==> src/rtl/dht11_pkg.sv <==
// Shared DHT11 definitions: responder states, phase lengths in microseconds,
// frame width and the payload checksum used by both ends of the link.
package dht11_pkg;

  typedef enum logic [2:0] {
    IDLE, HOST_LOW, GAP, ACK_LOW, ACK_HIGH, BIT_LOW, BIT_HIGH, END_LOW
  } state_t;

  localparam int unsigned GAP_US       = 30;
  localparam int unsigned ACK_LOW_US   = 80;
  localparam int unsigned ACK_HIGH_US  = 80;
  localparam int unsigned BIT_LOW_US   = 50;
  localparam int unsigned BIT0_HIGH_US = 26;
  localparam int unsigned BIT1_HIGH_US = 70;
  localparam int unsigned END_LOW_US   = 50;
  localparam int unsigned FRAME_BITS   = 40;

  function automatic logic [7:0] dht11_cksum(input logic [7:0] b0, input logic [7:0] b1,
                                             input logic [7:0] b2, input logic [7:0] b3);
    return b0 + b1 + b2 + b3;
  endfunction

endpackage

==> src/rtl/dht11_us_tick.sv <==
// Microsecond prescaler: one-cycle tick every CYC_PER_US clocks, restartable
// so that every FSM phase starts counting from a fresh microsecond.
module dht11_us_tick #(
  parameter int CYC_PER_US = 100
) (
  input  logic clk,
  input  logic rst_n,
  input  logic restart,
  output logic tick
);
  localparam int CW = (CYC_PER_US > 1) ? $clog2(CYC_PER_US) : 1;

  logic [CW-1:0] cnt;
  logic          wrap;

  assign wrap = (cnt == CW'(CYC_PER_US - 1));
  // A stale wrap from the previous phase must not leak into the new one.
  assign tick = wrap && !restart;

  always_ff @(posedge clk or negedge rst_n) begin
    if (!rst_n)                cnt <= '0;
    else if (restart || wrap)  cnt <= '0;
    else                       cnt <= cnt + CW'(1);
  end

endmodule

==> src/rtl/dht11_responder.sv <==
// DHT11 device-side responder: detects a host start pulse, answers with ACK and
// a 40-bit frame, open-drain. Optional DHT11_RESP_CKSUM_FAULT_EN adds cksum_fault.
module dht11_responder
  import dht11_pkg::*;
#(
  parameter int CYC_PER_US   = 100,
  parameter int START_MIN_US = 10000
) (
  input  logic       clk,
  input  logic       rst_n,
  input  logic       dht_in,
  input  logic [7:0] hum_int,
  input  logic [7:0] hum_dec,
  input  logic [7:0] temp_int,
  input  logic [7:0] temp_dec,
`ifdef DHT11_RESP_CKSUM_FAULT_EN
  input  logic       cksum_fault,
`endif
  output logic       dht_oe,
  output logic       busy,
  output logic       frame_done,
  output logic       bus_err
);

  logic                  sync1, s;
  state_t                state, nxt;
  logic                  restart, tick, low_seen, abort, phase_end, shift;
  logic [15:0]           us_cnt, phase_len;
  logic [5:0]            bit_cnt;
  logic [FRAME_BITS-1:0] shreg;
  logic [7:0]            cks;

  // Line idles high via the pull-up, so the synchronizer resets to 1.
  always_ff @(posedge clk or negedge rst_n) begin
    if (!rst_n) {sync1, s} <= 2'b11;
    else        {sync1, s} <= {dht_in, sync1};
  end

  dht11_us_tick #(.CYC_PER_US(CYC_PER_US)) u_tick (
    .clk     (clk),
    .rst_n   (rst_n),
    .restart (restart),
    .tick    (tick)
  );

`ifdef DHT11_RESP_CKSUM_FAULT_EN
  assign cks = dht11_cksum(hum_int, hum_dec, temp_int, temp_dec) ^ {7'd0, cksum_fault};
`else
  assign cks = dht11_cksum(hum_int, hum_dec, temp_int, temp_dec);
`endif

  always_comb begin
    phase_len = '0;
    case (state)
      GAP:      phase_len = 16'(GAP_US);
      ACK_LOW:  phase_len = 16'(ACK_LOW_US);
      ACK_HIGH: phase_len = 16'(ACK_HIGH_US);
      BIT_LOW:  phase_len = 16'(BIT_LOW_US);
      BIT_HIGH: phase_len = shreg[FRAME_BITS-1] ? 16'(BIT1_HIGH_US) : 16'(BIT0_HIGH_US);
      END_LOW:  phase_len = 16'(END_LOW_US);
      default:  phase_len = '0;
    endcase
  end

  assign phase_end = tick && (us_cnt == phase_len - 16'd1);
  // Contention is only visible while we release the line.
  assign abort = tick && !s && low_seen &&
                 (state == GAP || state == ACK_HIGH || state == BIT_HIGH);
  assign shift = (state == BIT_HIGH) && phase_end && !abort;

  always_comb begin
    nxt = state;
    case (state)
      IDLE:     if (!s) nxt = HOST_LOW;
      HOST_LOW: if (s) nxt = (us_cnt >= 16'(START_MIN_US)) ? GAP : IDLE;
      GAP:      if (abort) nxt = HOST_LOW; else if (phase_end) nxt = ACK_LOW;
      ACK_LOW:  if (phase_end) nxt = ACK_HIGH;
      ACK_HIGH: if (abort) nxt = HOST_LOW; else if (phase_end) nxt = BIT_LOW;
      BIT_LOW:  if (phase_end) nxt = BIT_HIGH;
      BIT_HIGH: if (abort) nxt = HOST_LOW;
                else if (phase_end) nxt = (bit_cnt == 6'(FRAME_BITS - 1)) ? END_LOW : BIT_LOW;
      END_LOW:  if (phase_end) nxt = IDLE;
      default:  nxt = IDLE;
    endcase
  end

  always_ff @(posedge clk or negedge rst_n) begin
    if (!rst_n) begin
      state      <= IDLE;
      restart    <= 1'b0;
      us_cnt     <= '0;
      low_seen   <= 1'b0;
      bit_cnt    <= '0;
      shreg      <= '0;
      dht_oe     <= 1'b0;
      busy       <= 1'b0;
      frame_done <= 1'b0;
      bus_err    <= 1'b0;
    end else begin
      state      <= nxt;
      restart    <= (nxt != state);
      dht_oe     <= (nxt == ACK_LOW) || (nxt == BIT_LOW) || (nxt == END_LOW);
      frame_done <= (state == END_LOW) && (nxt == IDLE);
      bus_err    <= abort;

      if (nxt != state) begin
        us_cnt   <= '0;
        low_seen <= 1'b0;
      end else if (tick) begin
        if (us_cnt != '1) us_cnt <= us_cnt + 16'd1;
        low_seen <= !s;
      end

      if (state == HOST_LOW && nxt == GAP)
        busy <= 1'b1;
      else if (abort || (state == END_LOW && nxt == IDLE))
        busy <= 1'b0;

      if (state == GAP && nxt == ACK_LOW) begin
        shreg   <= {hum_int, hum_dec, temp_int, temp_dec, cks};
        bit_cnt <= '0;
      end else if (shift) begin
        shreg   <= {shreg[FRAME_BITS-2:0], 1'b0};
        bit_cnt <= bit_cnt + 6'd1;
      end
    end
  end

endmodule

==> config.mk <==
export PLATFORM = sky130hd
export DESIGN_NAME = dht11_responder
export DESIGN_NICKNAME = d
export VERILOG_FILES = /design/src/rtl/dht11_pkg.sv /design/src/rtl/dht11_us_tick.sv /design/src/rtl/dht11_responder.sv
export SDC_FILE = /design/constraint.sdc
export NUM_CORES = 1
export LEC_CHECK = 0
export BUFFER_PORTS_ARGS = -buffer_cell sky130_fd_sc_hd__buf_2
export CAP_MARGIN = 20
export CELL_PAD_IN_SITES_DETAIL_PLACEMENT = 0
export CELL_PAD_IN_SITES_GLOBAL_PLACEMENT = 1
export CORE_AREA = 2 2 130 132
export DETAILED_ROUTE_END_ITERATION = 6
export DIE_AREA = 0 0 132 134
export PLACE_DENSITY_LB_ADDON = 0.1
export SYNTH_ARGS = -nofsm -noshare
export SYNTH_HDL_FRONTEND = slang
export SYNTH_SLANG_ARGS = --single-unit
==> constraint.sdc <==
create_clock -name clk -period 3.8 [get_ports clk]
set_clock_uncertainty 0.1 [all_clocks]
set_input_delay 0.76 -clock clk [delete_from_list [all_inputs] [get_ports clk]]
set_output_delay 0.76 -clock clk [all_outputs]
set_load 0.05 [all_outputs]
Yosys cells after proc, flatten, opt, wreduce, memory -nomap -nowiden
Cells that the tools add are included.
Widths: inputs -> output; s select.
Cells by class
  reductions and logical operators: 28
  magnitude comparators: 1
  equal/unequal tests: 16
  mux-type cells: 28
  add/subtract/negate cells: 7
Operators by type and width (number)
  $mux 40: 2
  $mux 16: 3
  $mux 3: 11
  $pmux 7 s4: 1
  $add 8x8->8: 3
  $pmux 3 s8: 1
  $eq 3x3->1 const B: 6
  $add 16x1->16 const B: 1
  $eq 16x16->1: 1
  $ge 16x14->1 const B: 1
  $ne 16x16->1 const B: 1
  $sub 16x1->16 const B: 1
  $mux 7: 2
  $eq 3x2->1 const B: 4
  $mux 6: 2
  $logic_and 1x1->1: 10
  $reduce_bool 2->1: 4
  $add 7x1->7 const B: 1
  $eq 7x7->1 const B: 1
  $add 6x1->6 const B: 1
  $eq 6x6->1 const B: 1
  $logic_not 3->1: 2
  $logic_or 1x1->1: 6
  $mux 1: 4
  6 further kinds: 10
Word-level totals
  bits of input ports: 35
  register bits: 80
  output and inout bits: 4
  word-level logic and storage cells: 93

Longest topological paths before layout
  depth after elaboration: 14
  mapped depth: 13
  depth with buffers taken out: 11

Hierarchy
Synthesis repeated with hierarchy kept, for this count alone.
Unflattened totals
  cells, all modules: 476
  area, all modules: 4763.3 sq um
Modules (own cells, without submodules)
  dht11_responder: seq. area each 1829.3 sq um, cells each 445, area each 4443.0 sq um, instances 1
  dht11_us_tick: seq. area each 175.2 sq um, cells each 31, area each 320.3 sq um, instances 1

Worst setup path before layout
No wires, ideal clock.
  path kind: input-to-reg
  start point: in hum_int[1]
  end point: reg shreg[7]
  stages on the path: 11
  path buffers: 0
  data required time: 3.571 ns
  data arrival time: 3.123 ns
  slack: 0.448 ns
  library setup time: 0.129 ns
  path through: fa_1 > fa_1 > ha_1 > inv_1 > fa_1 > nor2b_1 > o21ai_0 > a21o_1 > and3_1 > o31ai_1 > o21ai_0
On the way
  cells in the longest elaborated chain, start to end: 4
RTL lines
  start, declared: RTL line dht11_responder.sv:12  | input logic [7:0] hum_int,
  $add 8x8->8 (3 in a row): RTL line dht11_pkg.sv:20  | return b0 + b1 + b2 + b3;
  $mux 40: RTL line dht11_responder.sv:119  | if (state == GAP && nxt == ACK_LOW) begin
  end signal, assigned: RTL line dht11_responder.sv:120  | shreg <= {hum_int, hum_dec, temp_int, temp_dec, cks};
  end signal, assigned: RTL line dht11_responder.sv:123  | shreg <= {shreg[FRAME_BITS-2:0], 1'b0};
  end, declared: RTL line dht11_responder.sv:30  | logic [FRAME_BITS-1:0] shreg;
Every way passes these cells.
A chain may end at the register's enable or synchronous reset.

Worst setup path after layout
  start point: reg state[0]
  end point: reg bit_cnt[2]
On the way
  cells in the longest elaborated chain, start to end: 12
  elaborated cells on any way between the ends: 36
  those cells by class: add/sub: 1; eq/ne: 9; mux: 14; reduce/logical: 12
RTL lines
  start, declared: RTL line dht11_responder.sv:26  | state_t state, nxt;
  start signal, assigned: RTL line dht11_responder.sv:100  | state <= nxt;
  $eq 3x3->1, or another cell as far along: RTL line dht11_responder.sv:54, dht11_responder.sv:73
  $reduce_or 2->1 (no line)
  $pmux 7 s4: RTL line dht11_responder.sv:54  | case (state)
  $sub 16x1->16: RTL line dht11_responder.sv:65  | assign phase_end = tick && (us_cnt == phase_len - 16'd1);
  $eq 16x16->1: RTL line dht11_responder.sv:65
  $logic_and 1x1->1: RTL line dht11_responder.sv:65
  $mux 3 (on tied branches): RTL line dht11_responder.sv:81, dht11_responder.sv:76, dht11_responder.sv:78
  $mux 3 (on tied branches): RTL line dht11_responder.sv:80, dht11_responder.sv:76, dht11_responder.sv:78
  $pmux 3 s8: RTL line dht11_responder.sv:73  | case (state)
  $eq 3x2->1: RTL line dht11_responder.sv:119
  $logic_and 1x1->1: RTL line dht11_responder.sv:119
  $mux 6 / $reduce_bool 2->1 (equally long branches)
  end signal, assigned: RTL line dht11_responder.sv:124  | bit_cnt <= bit_cnt + 6'd1;
  end, declared: RTL line dht11_responder.sv:29  | logic [5:0] bit_cnt;
Several ways; a longest one is shown, not always the timed one.

==> out/qor.csv <==
stage;metric;value;unit
power;ir_drop;0.213;mV
global_routing;antenna_found_initial;0;
setup_path;cp_data_arrival_time;3.56;ns
setup_path;critical_path.slowest_cell;dfrtp_1;
sta;period_needed;3.44;ns
die;rows;47;
sta;rsz0062_at_grt;false;
yosys;synth_area_leaders;dfrtp_1, o21ai_0, mux2i_1;
layout;nFillCells;1694;
setup_path;cpLargestDelayFamily;compound AO/OA/AOI/OAI gates;
route;via_count;3763;
sta;max_freq;0.291;GHz
setup_path;slowest_delay;0.63;ns
placed_design;pre_cts_slack;0.156;ns
die;dieArea;17700;um2
route;drc;0;
yosys;synth_top_area_share;0.406;
die;floorplan.initialDensity;0.295;
outcome;outcome;completed;
placed_design;hpwl;8.95;mm
layout;drive_above_1_share;0.152;
global_routing;overflow;0;
yosys;synthFlopType;dfrtp_1;
die;die_y;134;um
yosys;synth.most_common_cell;o21ai_0;
route;drtPass1Iterations;4;
yosys;synthTopCellsByCount;o21ai_0, dfrtp_1, mux2i_1;
setup_path;path_depth;9;
run;drv_cap;0;
power;netSwitchingPower;0.000560;W
setup_path;crit_type;register to register;
clock_network;clk_path_buf_depth;2;
clock_network;clkTransAtPathRegs;0.06;ns
yosys;ys_ff_latch;80;
clock_network;cts.sinks;80;
clock_network;numCtsBuffers;9;
global_routing;grt_pass1_wl;20.6;mm
yosys;synth_edf_count;0;
yosys;yosysUniqueCellTypes;55;
setup_path;worstReg2RegStart;state[0];
sta;fin_ws;0.358;ns
route;wl_per_cell;17.0;um
setup_path;worstSetupEndpointType;register;
sta;tightestPinTransition;0.826;ns
power;power.share.clock;0.467;
sta;finalHoldViolCount;0;
worst_hold_path;worstHoldPathType;register to register;
setup_path;timing.rr.end;bit_cnt[2];
clock_network;post-cts-setup-buffers;0;
clock_network;holdBufCountCts;0;
setup_path;cp_num_buf_inv;1;
clock_network;worstSkewPairLatency;0.35;ns
power;p_per_area;397;nW/um2
clock_network;cts_tree;done;
yosys;synth_top_cell_by_area;dfrtp_1;
sta;period_share;0.906;
route;drt-initial-drc-count;251;
setup_path;r2r_cells;9;
yosys;postSynthAreaPerCell;9.99;um2
sta;drv_slew;0;
layout;antennaDiodeCount;0;
worst_hold_path;hold_start;sync1;
layout;area_delta_synth_final;16.3;%
setup_path;cp-start-kind;register;
yosys;yosys_warnings;0;
die;ioPinCount;39;
power;p_int;0.00166;W
yosys;syn_inst;481;
clock_network;cts_resized;0;
power;p_leak;2.14;nW
power;pwr-share-seq;0.393;
global_routing;grt_max_degree;58;
sta;setup_violations;0;
route;vias_per_cell;5.08;
route;finalWirelength;12.6;mm
yosys;ys_seq_area_frac;0.417;
power;swShare;0.252;
yosys;async_reset_ff_frac;1.00;
yosys;syn-num-nets;543;
route;postRouteAntennaNets;0;
setup_path;critPathMaxFanout;44;
setup_path;worstPathRequired;3.92;ns
placed_design;place_congestion;0.771;
die;core_area;16300;um2
setup_path;critical_path.cell_chain;mux2i_1, ha_1, xnor2_1, or3_1, a2111oi_4, nand4bb_2, buf_4, o21ai_0, o221ai_1;
placed_design;io_buffers;38;
global_routing;grt_pass1_vias;3722;
setup_path;regToRegSetupSlack;0.36;ns
global_routing;track_usage;0.151;
sta;slew_headroom;0.450;
setup_path;crit_end;bit_cnt[2];
clock_network;cts_root_buffer;clkbuf_16;
yosys;syn-cell-area;4810;um2
sta;setup_tns;0;ns
clock_network;cts.htree.levels;3;
power;p_comb_frac;0.140;
layout;nets;578;
setup_path;crit_path_start;state[0];
die;die_x;132;um
per-layer routing:
metal	GRT usage	wire, um
met5	0	0
met1	0.225	6600
met4	0.0610	199
met3	0.0234	422
met2	0.218	5390
how the worst min path moves through the flow:
stage | slack [ns] | depth (start not counted) | end
floorplan | 0.25 | 0 | s
global placement | 0.25 | 0 | s
detailed placement | 0.25 | 0 | s
CTS | 0.26 | 0 | s
global route | 0.26 | 0 | s
finish | 0.25 | 0 | s
placed cells by master, fill, tap and decap left out, drive strengths merged, types with 2 or more instances in the layout:
cell	n
a2111oi	2
a211oi	4
a21o	4
a21oi	12
and2	3
and3	8
buf	49
bufinv	3
clkbuf	10
dfrtp	78
dfstp	2
fa	14
ha	13
inv	16
mux2	2
mux2i	39
nand2	25
nand2b	4
nand3	17
nand3b	6
nand4	4
nand4b	2
nor2	35
nor2b	7
nor3	4
nor3b	2
nor4	3
o21ai	96
o221ai	4
o31ai	2
or3	4
xnor2	17
xor2	14
metrics by stage:
step                utilization  cell area, um2  instances  total power (W)  hold slack [ns]
global route              0.343            5590        741          0.00233            0.264
finish                    0.343            5590        741          0.00222            0.255
global placement          0.322            5240        725          0.00120            0.247
floorplan                     -            4810        481          0.00109            0.245
CTS                       0.343            5590        741          0.00226            0.256
detailed placement        0.322            5240        725          0.00120            0.247
registers in the layout (all words and copies together) (netlist names):
register and flops:
bus_err 1, shreg 40, sync1 1, state 3, low_seen 1, us_cnt 16, busy 1, restart 1
s 1, frame_done 1, dht_oe 1, u_tick.cnt 7, bit_cnt 6
cell type report:
class | instances | area [um2] | area share
clock inverter | 6 | 115 | 0.0206
tap | 220 | 275 | 0.0492
timing repair buffer | 49 | 288 | 0.0515
sequential | 80 | 2010 | 0.359
multi-input combinational | 361 | 2610 | 0.467
clock buffer | 10 | 239 | 0.0427
inverter | 15 | 56.3 | 0.0101
power groups by stage:
| stage | clock network, W | logic (W) | registers, W |
|---|---|---|---|
| 2_1_floorplan | 0 | 0.000204 | 0.000883 |
| 3_3_place_gp | 0 | 0.000312 | 0.000887 |
| 3_5_place_dp | 0 | 0.000316 | 0.000888 |
| 4_1_cts | 0.00107 | 0.000318 | 0.000872 |
| 5_1_grt | 0.00110 | 0.000359 | 0.000873 |
| 6_report | 0.00104 | 0.000311 | 0.000872 |
logic make-up after synthesis:
logic type | share of synthesized area
compound gates | 0.163
simple gates | 0.146
flops | 0.417
mux | 0.0859
buf+inv | 0.0396
xor+xnor | 0.0565
fa+ha+maj | 0.0921
(Power assumes the default switching activity.)
